===== src/rtl/cymometer_pkg.sv =====
// Shared definitions for the cymometer counting and display path.
package cymometer_pkg;

    // Default counter width for Nx / Ns and the internal gate counters.
    localparam int unsigned CNT_W_DEF = 32;

    // System clock frequency; the divider/display stage computes
    // f = F_SYS_HZ * Nx / Ns.
    localparam int unsigned F_SYS_HZ = 50_000_000;

    // Measurement controller states.
    typedef enum logic [1:0] {
        ST_IDLE    = 2'd0,
        ST_ARM     = 2'd1,
        ST_MEASURE = 2'd2,
        ST_DONE    = 2'd3
    } state_e;

endpackage : cymometer_pkg


===== src/rtl/fx_edge_sync.sv =====
// Brings the asynchronous signal under test into the sys_clk domain and
// produces a one-cycle pulse for each rising edge.
module fx_edge_sync (
    input  logic sys_clk,
    input  logic rst,
    input  logic async_in,
    output logic rise
);

    logic meta_q;   // first synchronizer stage, may go metastable
    logic sync_q;   // second synchronizer stage, safe to use
    logic hist_q;   // previous value of sync_q for edge detection

    // Two-flop synchronizer followed by a history flop.
    always_ff @(posedge sys_clk) begin
        if (rst) begin
            meta_q <= 1'b0;
            sync_q <= 1'b0;
            hist_q <= 1'b0;
        end else begin
            meta_q <= async_in;
            sync_q <= meta_q;
            hist_q <= sync_q;
        end
    end

    assign rise = sync_q & ~hist_q;

endmodule : fx_edge_sync


===== src/rtl/fx_period_counter.sv =====
// Equal-precision (reciprocal) counting core. A gate opens on an fx rising
// edge and closes on the first fx rising edge at or after GATE_CYCLES
// sys_clk cycles; Nx (fx periods) and Ns (sys_clk cycles) inside the gate
// are reported for the downstream divider.
module fx_period_counter
    import cymometer_pkg::*;
#(
    parameter int unsigned CNT_W          = CNT_W_DEF,
    parameter int unsigned GATE_CYCLES    = 50_000_000,
    parameter int unsigned TIMEOUT_CYCLES = 100_000_000,
    parameter bit          AUTO_RESTART   = 1'b1
) (
    input  logic             sys_clk,
    input  logic             rst,
    input  logic             start,
    input  logic             fx_in,
    output logic             busy,
    output logic [CNT_W-1:0] fx_cnt,
    output logic [CNT_W-1:0] std_cnt,
    output logic             meas_valid,
    output logic             meas_timeout
);

    // Parameter sanity: the abort limit must exceed the gate, and no counter
    // may ever wrap.
    if (TIMEOUT_CYCLES <= GATE_CYCLES) begin : g_bad_timeout_vs_gate
        $error("fx_period_counter: TIMEOUT_CYCLES must exceed GATE_CYCLES");
    end
    if ((TIMEOUT_CYCLES >> CNT_W) != 0) begin : g_bad_timeout_vs_width
        $error("fx_period_counter: TIMEOUT_CYCLES must be below 2**CNT_W");
    end

    localparam logic [CNT_W-1:0] ONE    = CNT_W'(1);
    localparam logic [CNT_W-1:0] GATE_N = CNT_W'(GATE_CYCLES);
    localparam logic [CNT_W-1:0] TMO_N  = CNT_W'(TIMEOUT_CYCLES);
    localparam logic [CNT_W-1:0] TMO_M1 = CNT_W'(TIMEOUT_CYCLES - 1);

    logic fx_rise;

    fx_edge_sync u_fx_sync (
        .sys_clk  (sys_clk),
        .rst      (rst),
        .async_in (fx_in),
        .rise     (fx_rise)
    );

    state_e           state_q, state_d;
    logic [CNT_W-1:0] wait_q, wait_d;       // cycles spent waiting in ARM
    logic [CNT_W-1:0] std_q, std_d;         // Ns accumulating inside the gate
    logic [CNT_W-1:0] nx_q, nx_d;           // Nx accumulating inside the gate
    logic             abort_q, abort_d;     // measurement ended by timeout
    logic [CNT_W-1:0] fx_cnt_q, fx_cnt_d;
    logic [CNT_W-1:0] std_cnt_q, std_cnt_d;
    logic             valid_q, valid_d;
    logic             tmo_q, tmo_d;
    logic [CNT_W-1:0] std_inc;

    // State, counters and result registers.
    always_ff @(posedge sys_clk) begin
        if (rst) begin
            state_q   <= ST_IDLE;
            wait_q    <= '0;
            std_q     <= '0;
            nx_q      <= '0;
            abort_q   <= 1'b0;
            fx_cnt_q  <= '0;
            std_cnt_q <= '0;
            valid_q   <= 1'b0;
            tmo_q     <= 1'b0;
        end else begin
            state_q   <= state_d;
            wait_q    <= wait_d;
            std_q     <= std_d;
            nx_q      <= nx_d;
            abort_q   <= abort_d;
            fx_cnt_q  <= fx_cnt_d;
            std_cnt_q <= std_cnt_d;
            valid_q   <= valid_d;
            tmo_q     <= tmo_d;
        end
    end

    // Gate control: next state, counter updates and result latching.
    always_comb begin
        state_d   = state_q;
        wait_d    = wait_q;
        std_d     = std_q;
        nx_d      = nx_q;
        abort_d   = abort_q;
        fx_cnt_d  = fx_cnt_q;
        std_cnt_d = std_cnt_q;
        valid_d   = 1'b0;
        tmo_d     = tmo_q;
        // Ns including the current cycle, so the closing-edge cycle counts.
        std_inc   = std_q + ONE;

        case (state_q)
            ST_IDLE: begin
                if (start) begin
                    state_d = ST_ARM;
                    wait_d  = '0;
                    std_d   = '0;
                    nx_d    = '0;
                    abort_d = 1'b0;
                end
            end

            ST_ARM: begin
                wait_d = wait_q + ONE;
                if (fx_rise) begin
                    state_d = ST_MEASURE;
                    std_d   = '0;
                    nx_d    = '0;
                end else if (wait_q == TMO_M1) begin
                    state_d = ST_DONE;
                    abort_d = 1'b1;
                end
            end

            ST_MEASURE: begin
                std_d = std_inc;
                if (fx_rise) begin
                    nx_d = nx_q + ONE;
                end
                // A closing edge wins over a timeout in the same cycle.
                if (fx_rise && (std_inc >= GATE_N)) begin
                    state_d = ST_DONE;
                    abort_d = 1'b0;
                end else if (std_inc == TMO_N) begin
                    state_d = ST_DONE;
                    abort_d = 1'b1;
                end
            end

            ST_DONE: begin
                valid_d = 1'b1;
                if (abort_q) begin
                    fx_cnt_d  = '0;
                    std_cnt_d = '0;
                    tmo_d     = 1'b1;
                end else begin
                    fx_cnt_d  = nx_q;
                    std_cnt_d = std_q;
                    tmo_d     = 1'b0;
                end
                // The closing edge has already passed, so a re-armed gate
                // opens on a later fx rising edge.
                if (AUTO_RESTART) begin
                    state_d = ST_ARM;
                    wait_d  = '0;
                    std_d   = '0;
                    nx_d    = '0;
                    abort_d = 1'b0;
                end else begin
                    state_d = ST_IDLE;
                end
            end

            default: begin
                state_d = ST_IDLE;
            end
        endcase
    end

    assign busy         = (state_q != ST_IDLE);
    assign fx_cnt       = fx_cnt_q;
    assign std_cnt      = std_cnt_q;
    assign meas_valid   = valid_q;
    assign meas_timeout = tmo_q;

endmodule : fx_period_counter


===== config.mk =====
export PLATFORM = sky130hd
export DESIGN_NAME = fx_period_counter
export DESIGN_NICKNAME = d
export VERILOG_FILES = /design/src/rtl/cymometer_pkg.sv /design/src/rtl/fx_edge_sync.sv /design/src/rtl/fx_period_counter.sv
export SDC_FILE = /design/constraint.sdc
export NUM_CORES = 1
export LEC_CHECK = 0
export CAP_MARGIN = 20
export CORE_ASPECT_RATIO = 0.8
export CORE_UTILIZATION = 60
export CTS_CLUSTER_SIZE = 8
export DETAILED_ROUTE_END_ITERATION = 6
export GPL_TIMING_DRIVEN = 0
export PLACE_DENSITY_LB_ADDON = 0.3
export SYNTH_ARGS = -nofsm -noshare
export SYNTH_HDL_FRONTEND = slang
export SYNTH_SLANG_ARGS = --single-unit

===== constraint.sdc =====
create_clock -name sys_clk -period 6.3 [get_ports sys_clk]
set_input_delay 0.63 -clock sys_clk [delete_from_list [all_inputs] [get_ports sys_clk]]
set_output_delay 0.63 -clock sys_clk [all_outputs]
set_load 0.01 [all_outputs]

# After elaboration in Yosys (flattened, before gate mapping)

Cells that the tools add are included.

Register bits after elaboration: 168
Bits of input ports: 4
Output and inout bits: 67
Word-level logic and storage cells: 61

Add/subtract/negate cells: 3
$lt $le $gt $ge: 1
Eq/ne operators: 12
Muxes and demuxes: 22
Bitwise logic cells: 2
Reduce and logical (&&, ||, !) cells: 9

Operator list:

| cell                                                                                   | number |
|---|---|
| 32-bit case mux with 4 select lines                                                    | 2 |
| 32-bit two-way mux                                                                     | 5 |
| 32-bit by 1-bit adder with 32-bit output (second input constant)                       | 3 |
| 32-bit case mux with 3 select lines                                                    | 1 |
| 32-bit by 27-bit equality test with 1-bit output (second input constant)               | 2 |
| 32-bit by 26-bit greater-or-equal comparator with 1-bit output (second input constant) | 1 |
| 2-bit two-way mux                                                                      | 5 |
| 2-bit inequality test (second input constant)                                          | 5 |
| 2-bit case mux with 4 select lines                                                     | 1 |
| 1-bit two-way mux                                                                      | 7 |
| 3-bit inequality test (second input constant)                                          | 2 |
| 3-bit AND reduction                                                                    | 2 |
| 2-bit equality test (second input constant)                                            | 2 |
| 1-bit case mux with 4 select lines                                                     | 1 |
| 2-bit AND reduction                                                                    | 2 |
| 4-bit AND reduction                                                                    | 1 |
| 3-bit nonzero test                                                                     | 1 |
| 2-bit by 1-bit equality test with 1-bit output (second input constant)                 | 1 |
| 2-bit logical NOT                                                                      | 1 |
| 2-bit nonzero test                                                                     | 1 |
| 1-bit bitwise AND                                                                      | 1 |
| 1-bit logical AND                                                                      | 1 |
| 1-bit inverter                                                                         | 1 |

# Logic depth before layout (Yosys ltp)

Gate-level depths: netlist of the first run.

Depth in word-level cells: 5
Depth in mapped cells: 12
Gate-level depth less buffers: 11

# Modules after synthesis

From an unflattened synthesis of the first run, not the netlist that was laid out.

Cells, all modules: 1018
Area total of the unflattened synthesis: 8162.8 µm²

By module, submodules not included:

| module            | times used | cells each | area an instance (µm²) | sequential area each (µm²) |
|---|---|---|---|---|
| fx_period_counter | 1          | 1011       | 8075.2                 | 3303.2 |
| fx_edge_sync      | 1          | 7          | 87.6                   | 60.1 |

# Worst setup path after synthesis of the first run

OpenSTA, ideal clock, no wires.

Path kind: register to register
Start: register std_q[0]
End: register state_q[1]
Setup time: 0.072 ns
Arrival: 2.455 ns
Required time: 6.228 ns
Setup slack: 3.774 ns
Cell stages (with the launch flop): 12
Path buffers: 1
Clock period less this slack: 2.526 ns
Path through: dfxtp_1 ha_1 buf_4 nand3_1 or4_4 o2111ai_2 mux2i_1 nand2_1 nand4_1 and3_4 a31oi_4 mux2i_1

Longest elaborated chain between the ends: 5
Elaborated cells on any way between the ends: 8
Those cells by class: 1 x add/sub; 1 x order compare; 2 x eq/ne; 2 x mux; 2 x reduce/logical

RTL lines:

| item                                                                             | line                     | text |
|---|---|---|
| start, declared                                                                  | fx_period_counter.sv:49  | `logic [CNT_W-1:0] std_q, std_d;` |
| start signal, assigned                                                           | fx_period_counter.sv:73  | `std_q <= std_d;` |
| 32-bit by 1-bit adder with 32-bit output *                                       | fx_period_counter.sv:95  | `std_inc = std_q + ONE;` |
| 32-bit by 26-bit greater-or-equal comparator with 1-bit output                   | fx_period_counter.sv:126 | `if (fx_rise && (std_inc >= GATE_N)) begin` |
| 1-bit logical AND                                                                | fx_period_counter.sv:126 |  |
| 2-bit two-way mux / 3-bit inequality test (equally long branches)                | n/a                      |  |
| 2-bit case mux with 4 select lines / 3-bit AND reduction (equally long branches) | n/a                      |  |
| end signal, assigned                                                             | fx_period_counter.sv:71  | `state_q <= state_d;` |
| end, declared                                                                    | fx_period_counter.sv:47  | `state_e state_q, state_d;` |

Every way passes the cells marked *; elsewhere a longest branch is shown, timed or not.
A chain may end at the register's enable or synchronous reset.

# Final worst setup path of the first run

Start: register std_q[0]
End: register abort_q

Longest elaborated chain between the ends: 5
Elaborated cells on any way between the ends: 8
Those cells by class: 1 x add/sub; 1 x order compare; 2 x eq/ne; 2 x mux; 2 x reduce/logical

RTL lines:

| item                                                                                       | line                     | text |
|---|---|---|
| 32-bit by 1-bit adder with 32-bit output *                                                 | fx_period_counter.sv:95  |  |
| 32-bit by 26-bit greater-or-equal comparator with 1-bit output                             | fx_period_counter.sv:126 |  |
| 1-bit logical AND                                                                          | fx_period_counter.sv:126 |  |
| 3-bit inequality test (no line) / 1-bit two-way mux (equally long branches)                | n/a                      |  |
| 4-bit AND reduction (no line) / 1-bit case mux with 4 select lines (equally long branches) | n/a                      |  |
| end signal, assigned                                                                       | fx_period_counter.sv:75  | `abort_q <= abort_d;` |
| end, declared                                                                              | fx_period_counter.sv:51  | `logic abort_q, abort_d;` |

Marks and branches as above.

==> results.sh, run 1 <==
export IMPL_top_usage_layer="met2"
export IMPL_drv_cap=0
export IMPL_worst_slack_ns=3.10
export IMPL_met3_usage_pct=7.09
export IMPL_vias_per_cell=5.86
export IMPL_grt_usage_pct=30.6
export IMPL_min_delay_start="u_fx_sync.meta_q"
export IMPL_critical_path_required_ns=6.61
export IMPL_ff2ff_setup_slack_ns=3.10
export IMPL_place_gp_congestion=0.964
export IMPL_syn_num_nets=1041
export IMPL_crit_path_start="std_q[0]"
export IMPL_power_mw=2.70
export IMPL_core_sq_um=13100
export IMPL_yosysUniqueCellTypes=60
export IMPL_cts_resized=0
export IMPL_setup_viol=0
export IMPL_ir_drop_uv=210
export IMPL_multi_input_area_sq_um=4500
export IMPL_io_pins=71
export IMPL_yosysTopAreaCellShare_pct=40.8
export IMPL_worst_setup_path_start_kind="flip-flop"
export IMPL_final_common_cell="dfxtp_1"
export IMPL_cts_num_sinks=168
export IMPL_layout_area_seq_sq_um=3360
export IMPL_drive_gt1_share_pct=6.11
export IMPL_layout_common_cells="dfxtp_1, nor2_1, a21oi_1"
export IMPL_dp_hpwl_mm=14.3
export IMPL_timing_hold_ws_ns=0.444
export IMPL_clk_latency_ns=0.43
export IMPL_antenna_found_initial=0
export IMPL_tightest_slew_ns=0.937
export IMPL_worstPathArrival_ns=3.51
export IMPL_synth_edf_count=0
export IMPL_vias=7647
export IMPL_die_h_um=107
export IMPL_cts_root_buf="clkbuf_16"
export IMPL_post_cts_buffers=0
export IMPL_grt_pass1_wl_mm=34.7
export IMPL_die_area_sq_um=14200
export IMPL_grt_use_met1_pct=42.5
export IMPL_rows=37
export IMPL_synth_flop_cell="dfxtp_1"
export IMPL_drt_initial_drc_count=740
export IMPL_stdcell_area_sq_um=9750
export IMPL_status="completed"
export IMPL_path_clk_slew_ns=0.06
export IMPL_synth_top_cells_by_area="dfxtp_1, a21oi_1, nor2_1"
export IMPL_p_leak_nw=3.41
export IMPL_antenna_left=0
export IMPL_grt_max_degree=17
export IMPL_port_buffers=69
export IMPL_totalWireLength_mm=20.9
export IMPL_drt_pre_antenna_iters=5
export IMPL_crit_fanout=10
export IMPL_syn_to_final_growth_pct=18.2
export IMPL_synth_ff_latch_count=168
export IMPL_drc=0
export IMPL_slew_violations=0
export IMPL_finalNetCount=1129
export IMPL_placed_area_sq_um=9160
export IMPL_grt_pass1_vias=6941
export IMPL_num_antenna_cells=0
export IMPL_skew_ns=0.00907
export IMPL_async_flop_share_pct=0
export IMPL_slew_headroom_pct=37.3
export IMPL_yosysTopAreaCell="dfxtp_1"
export IMPL_syn_inst=1028
export IMPL_start_util_pct=62.7
export IMPL_fmax_mhz=312
export IMPL_totalNegativeSetupSlack_ns=0
export IMPL_dp_slack_ns=2.78
export IMPL_criticalPathCategory="reg2reg"
export IMPL_synth_area_per_cell_sq_um=8.02
export IMPL_mappedNetlistArea_sq_um=8250
export IMPL_r2r_start="std_q[0]"
export IMPL_rsz0062_at_grt="false"
export IMPL_cts_buffers_inserted=17
export IMPL_die_x_um=133
export IMPL_p_per_area_nw_per_um2=277
export IMPL_min_period_ns=3.20
export IMPL_min_period_over_period_pct=50.8
export IMPL_hold_class="reg2reg"
export IMPL_endpoint_kind="flip-flop"
export IMPL_post_drt_wl_per_cell_um=16.1
export IMPL_num_fill_cells=1019
export IMPL_ys_warn_count=0
export IMPL_globalRoute_totalOverflow=0
export IMPL_htree_num_levels=4
export IMPL_clk_path_buf_depth=2
export IMPL_finalHoldViolCount=0
export IMPL_ctsHoldBuffers=0
export IMPL_synth_seq_area_share_pct=40.8
export IMPL_grt_use_met2_pct=46.1
export IMPL_cts_tree="yes"
[cell type report]
| type | instances | share of cell area, % |
|---|---|---|
| Tap cell | 175 | 2.25 |
| Buffer | 74 | 3.36 |
| Clock inverter | 14 | 1.67 |
| Clock buffer | 18 | 4.40 |
| Sequential cell | 168 | 34.5 |
| Timing Repair Buffer | 69 | 7.09 |
| Inverter | 14 | 0.539 |
| Multi-Input combinational cell | 772 | 46.2 |
[worst max-delay path, stage by stage, from the launching register on]
cell and delay [ns]:
dfxtp_1 0.51, ha_1 0.20, buf_4 0.16, nand3_1 0.31
nor4_2 0.51, nand2_1 0.27, nor3b_1 0.28, o2111ai_1 0.14
o21ai_0 0.30, a31o_1 0.25, a21o_1 0.11, mux2i_1 0.06
[synthesized netlist by cell type, types with 3 or more instances]
library cell,number
nor4b_1,3
nor2_1,146
a22oi_1,3
a21oi_1,115
xor2_1,35
ha_1,9
nor4_1,10
and3_1,19
nand3_1,44
xnor2_1,27
clkbuf_1,55
or3_1,17
buf_4,6
and2_1,6
o21ai_0,33
nand2_1,78
nor2b_1,51
or4_1,4
nand4_1,25
and4_1,6
a21o_1,8
mux2i_1,11
a31oi_1,3
buf_2,10
inv_1,14
nand2b_1,30
nand3b_1,26
dfxtp_1,168
nor3_1,23
nor3_2,3
[logic make-up (layout without fill, tap and decap cells)]
kind of cell	Yosys count	count (layout)	share of synthesized area [%]
xor gates and xnor gates	62	62	6.59
and+or+nand+nor	506	506	32.6
adders and majority gates	9	9	1.37
muxes	11	11	1.34
AOI/OAI and AO/OA	184	184	12.7
buffers and inverters	88	189	4.61
DFF	168	168	40.8
[layer usage]
metal | wire length, um | up-vias
met5 | 0 | -
met4 | 599 | 0
met3 | 1810 | 62
met2 | 8770 | 354
met1 | 9760 | 3518
li1 | - | 3713
[state kept, by name, summed over array words and instances, names as in the netlist, 2 cells and up]
signal / count
std_cnt: 32
fx_cnt: 32
std_q: 32
wait_q: 32
state_q: 2
nx_q: 32
[through the flow]
| step | util, % | cells |
|---|---|---|
| after CTS | 74.1 | 1304 |
| after global placement | 69.6 | 1272 |
| final | 74.1 | 1304 |
| after detailed placement | 69.6 | 1272 |
| after global routing | 74.1 | 1304 |
| after floorplan | - | 1028 |
[final timing paths]
check	to	depth (start not counted)
max	abort_q	11
min	u_fx_sync.sync_q	1
max reg2reg	abort_q	11
min reg2reg	u_fx_sync.sync_q	1
[report_power, final]
part / switching (mW) / total, mW / internal, mW
clock network: 0.459 / 1.06 / 0.596
registers: 0.0214 / 1.10 / 1.08
logic: 0.385 / 0.547 / 0.162
(Power assumes the default switching activity.)
==> run 2: changes to the inputs <==
- CORE_UTILIZATION: 60 -> 53
- clock period: 6.3 -> 2.7 ns (I/O delays scaled with it)
==> results.sh, run 2 (same netlist as run 1, synthesis figures left out) <==
export IMPL_status="completed"
export IMPL_finalHoldViolCount=0
export IMPL_r2r_end="std_q[15]"
export IMPL_hold_class="in2reg"
export IMPL_cts_buffers_inserted=17
export IMPL_io_pins=71
export IMPL_final_common_cell="dfxtp_1"
export IMPL_ir_drop_uv=506
export IMPL_setup_viol=0
export IMPL_post_drt_wl_per_cell_um=16.3
export IMPL_endpoint_kind="flip-flop"
export IMPL_totalWireLength_mm=22.5
export IMPL_num_antenna_cells=0
export IMPL_r2r_start="state_q[0]"
export IMPL_path_clk_slew_ns=0.06
export IMPL_syn_to_final_growth_pct=26.2
export IMPL_p_per_area_nw_per_um2=601
export IMPL_layout_area_seq_sq_um=3380
export IMPL_worstPathArrival_ns=2.93
export IMPL_dp_slack_ns=-0.520
export IMPL_globalRoute_totalOverflow=0
export IMPL_critical_path_required_ns=3.00
export IMPL_skew_ns=0.00840
export IMPL_cts_tree="yes"
export IMPL_htree_num_levels=4
export IMPL_min_path_cells=2
export IMPL_grt_max_degree=17
export IMPL_crit_path_start="state_q[0]"
export IMPL_core_sq_um=15100
export IMPL_port_buffers=69
export IMPL_dp_hpwl_mm=14.4
export IMPL_grt_pass1_wl_mm=35.1
export IMPL_path_cells="inv_1 > ha_1 > clkbuf_1 > inv_1 > clkbuf_1 > o21ai_0 > a21oi_1 > nor2_1"
export IMPL_grt_usage_pct=27.4
export IMPL_p_leak_nw=3.80
export IMPL_vias=7922
export IMPL_vias_per_cell=5.75
export IMPL_antenna_found_initial=0
export IMPL_drc=0
export IMPL_drt_pre_antenna_iters=6
export IMPL_rows=40
export IMPL_finalNetCount=1170
export IMPL_die_x_um=141
export IMPL_min_period_over_period_pct=97.3
export IMPL_num_fill_cells=1219
export IMPL_min_to="u_fx_sync.meta_q"
export IMPL_ff2ff_setup_slack_ns=0.07
export IMPL_cp_slowest_cell="clkbuf_1"
export IMPL_die_h_um=114
export IMPL_antenna_left=0
export IMPL_place_gp_congestion=0.945
export IMPL_worst_slack_ns=0.0722
export IMPL_min_delay_start="fx_in"
export IMPL_slew_violations=0
export IMPL_final_util_pct=68.8
export IMPL_crit_fanout=10
export IMPL_clk_path_buf_depth=2
export IMPL_die_area_sq_um=16100
export IMPL_tightest_slew_ns=0.722
export IMPL_fmax_mhz=381
export IMPL_drive_gt1_share_pct=12.9
export IMPL_multi_input_area_sq_um=4740
export IMPL_worst_setup_path_start_kind="flip-flop"
export IMPL_slew_headroom_pct=51.9
export IMPL_clk_latency_ns=0.43
export IMPL_reg2regPathDepth=8
export IMPL_start_util_pct=54.6
export IMPL_slowest_delay_ns=0.55
export IMPL_layout_common_cells="dfxtp_1, nor2_1, a21oi_1"
export IMPL_drt_initial_drc_count=893
export IMPL_cts_root_buf="clkbuf_16"
export IMPL_grt_pass1_vias=7018
export IMPL_cts_num_sinks=168
export IMPL_ctsHoldBuffers=0
export IMPL_criticalPathCategory="reg2reg"
export IMPL_min_period_ns=2.63
export IMPL_drv_cap=0
-- run 2: metal layers --
metal / share of wire, % / track usage [%] / routed length, um / vias up
met5: 0 / 0 / 0 / -
met4: 2.1 / 8.24 / 461 / 0
met3: 8.5 / 5.42 / 1920 / 51
met2: 44 / 41.7 / 9860 / 371
met1: 45 / 39.3 / 10200 / 3709
li1: - / - / - / 3791
-- run 2: through the flow --
| stage | instances | hold slack (ns) | instance area, sq um | TNS (ns) | power, mW |
|---|---|---|---|---|---|
| 3_5_place_dp | 1307 | 0.428 | 9200 | -4.55 | 3.85 |
| 4_1_cts | 1338 | 0.392 | 9870 | 0 | 6.18 |
| 3_3_place_gp | 1307 | 0.417 | 9200 | -4.15 | 3.83 |
| 5_1_grt | 1378 | 0.402 | 10400 | -0.0424 | 6.52 |
| 6_report | 1378 | 0.399 | 10400 | 0 | 6.26 |
| 2_1_floorplan | 1028 | 0.398 | 8250 | 0 | 3.47 |
-- run 2: repair_timing --
item,in CTS,in global routing
setup endpoints to repair,19,21
pin swaps,6,29
resized for setup,21,74
gates cloned,0,1
buffers inserted,2,41
-- run 2: area by class of cell --
cell class / count / share of cell area (%)
buffer: 71 / 3.73
clock buffer: 19 / 4.16
clock inverter: 11 / 1.20
inverter: 14 / 0.505
multi-input combinational: 772 / 45.6
sequential: 168 / 32.5
tap: 210 / 2.53
timing repair buffer: 113 / 9.79
-- run 2: where the power goes --
part | internal [mW] | switching [mW] | leakage [nW]
Combinational | 0.402 | 0.942 | 2.17
Sequential | 2.52 | 0.0501 | 1.36
Clock | 1.35 | 0.988 | 0.270
-- run 2: critical path: cells and delay by family, from the launching register on --
kind / cells / cell delay, ns
AOI/OAI and AO/OA: 2 / 0.46
buffers and inverters: 4 / 1.34
adders and majority gates: 1 / 0.27
and+or+nand+nor: 1 / 0.06
DFF: 1 / 0.36
-- run 2: worst max path at each step --
stage / to / cells after the start
2_1_floorplan: state_q[1] / 11
3_3_place_gp: wait_q[31] / 11
3_5_place_dp: wait_q[29] / 10
4_1_cts: wait_q[29] / 11
5_1_grt: abort_q / 10
6_report: std_q[15] / 8
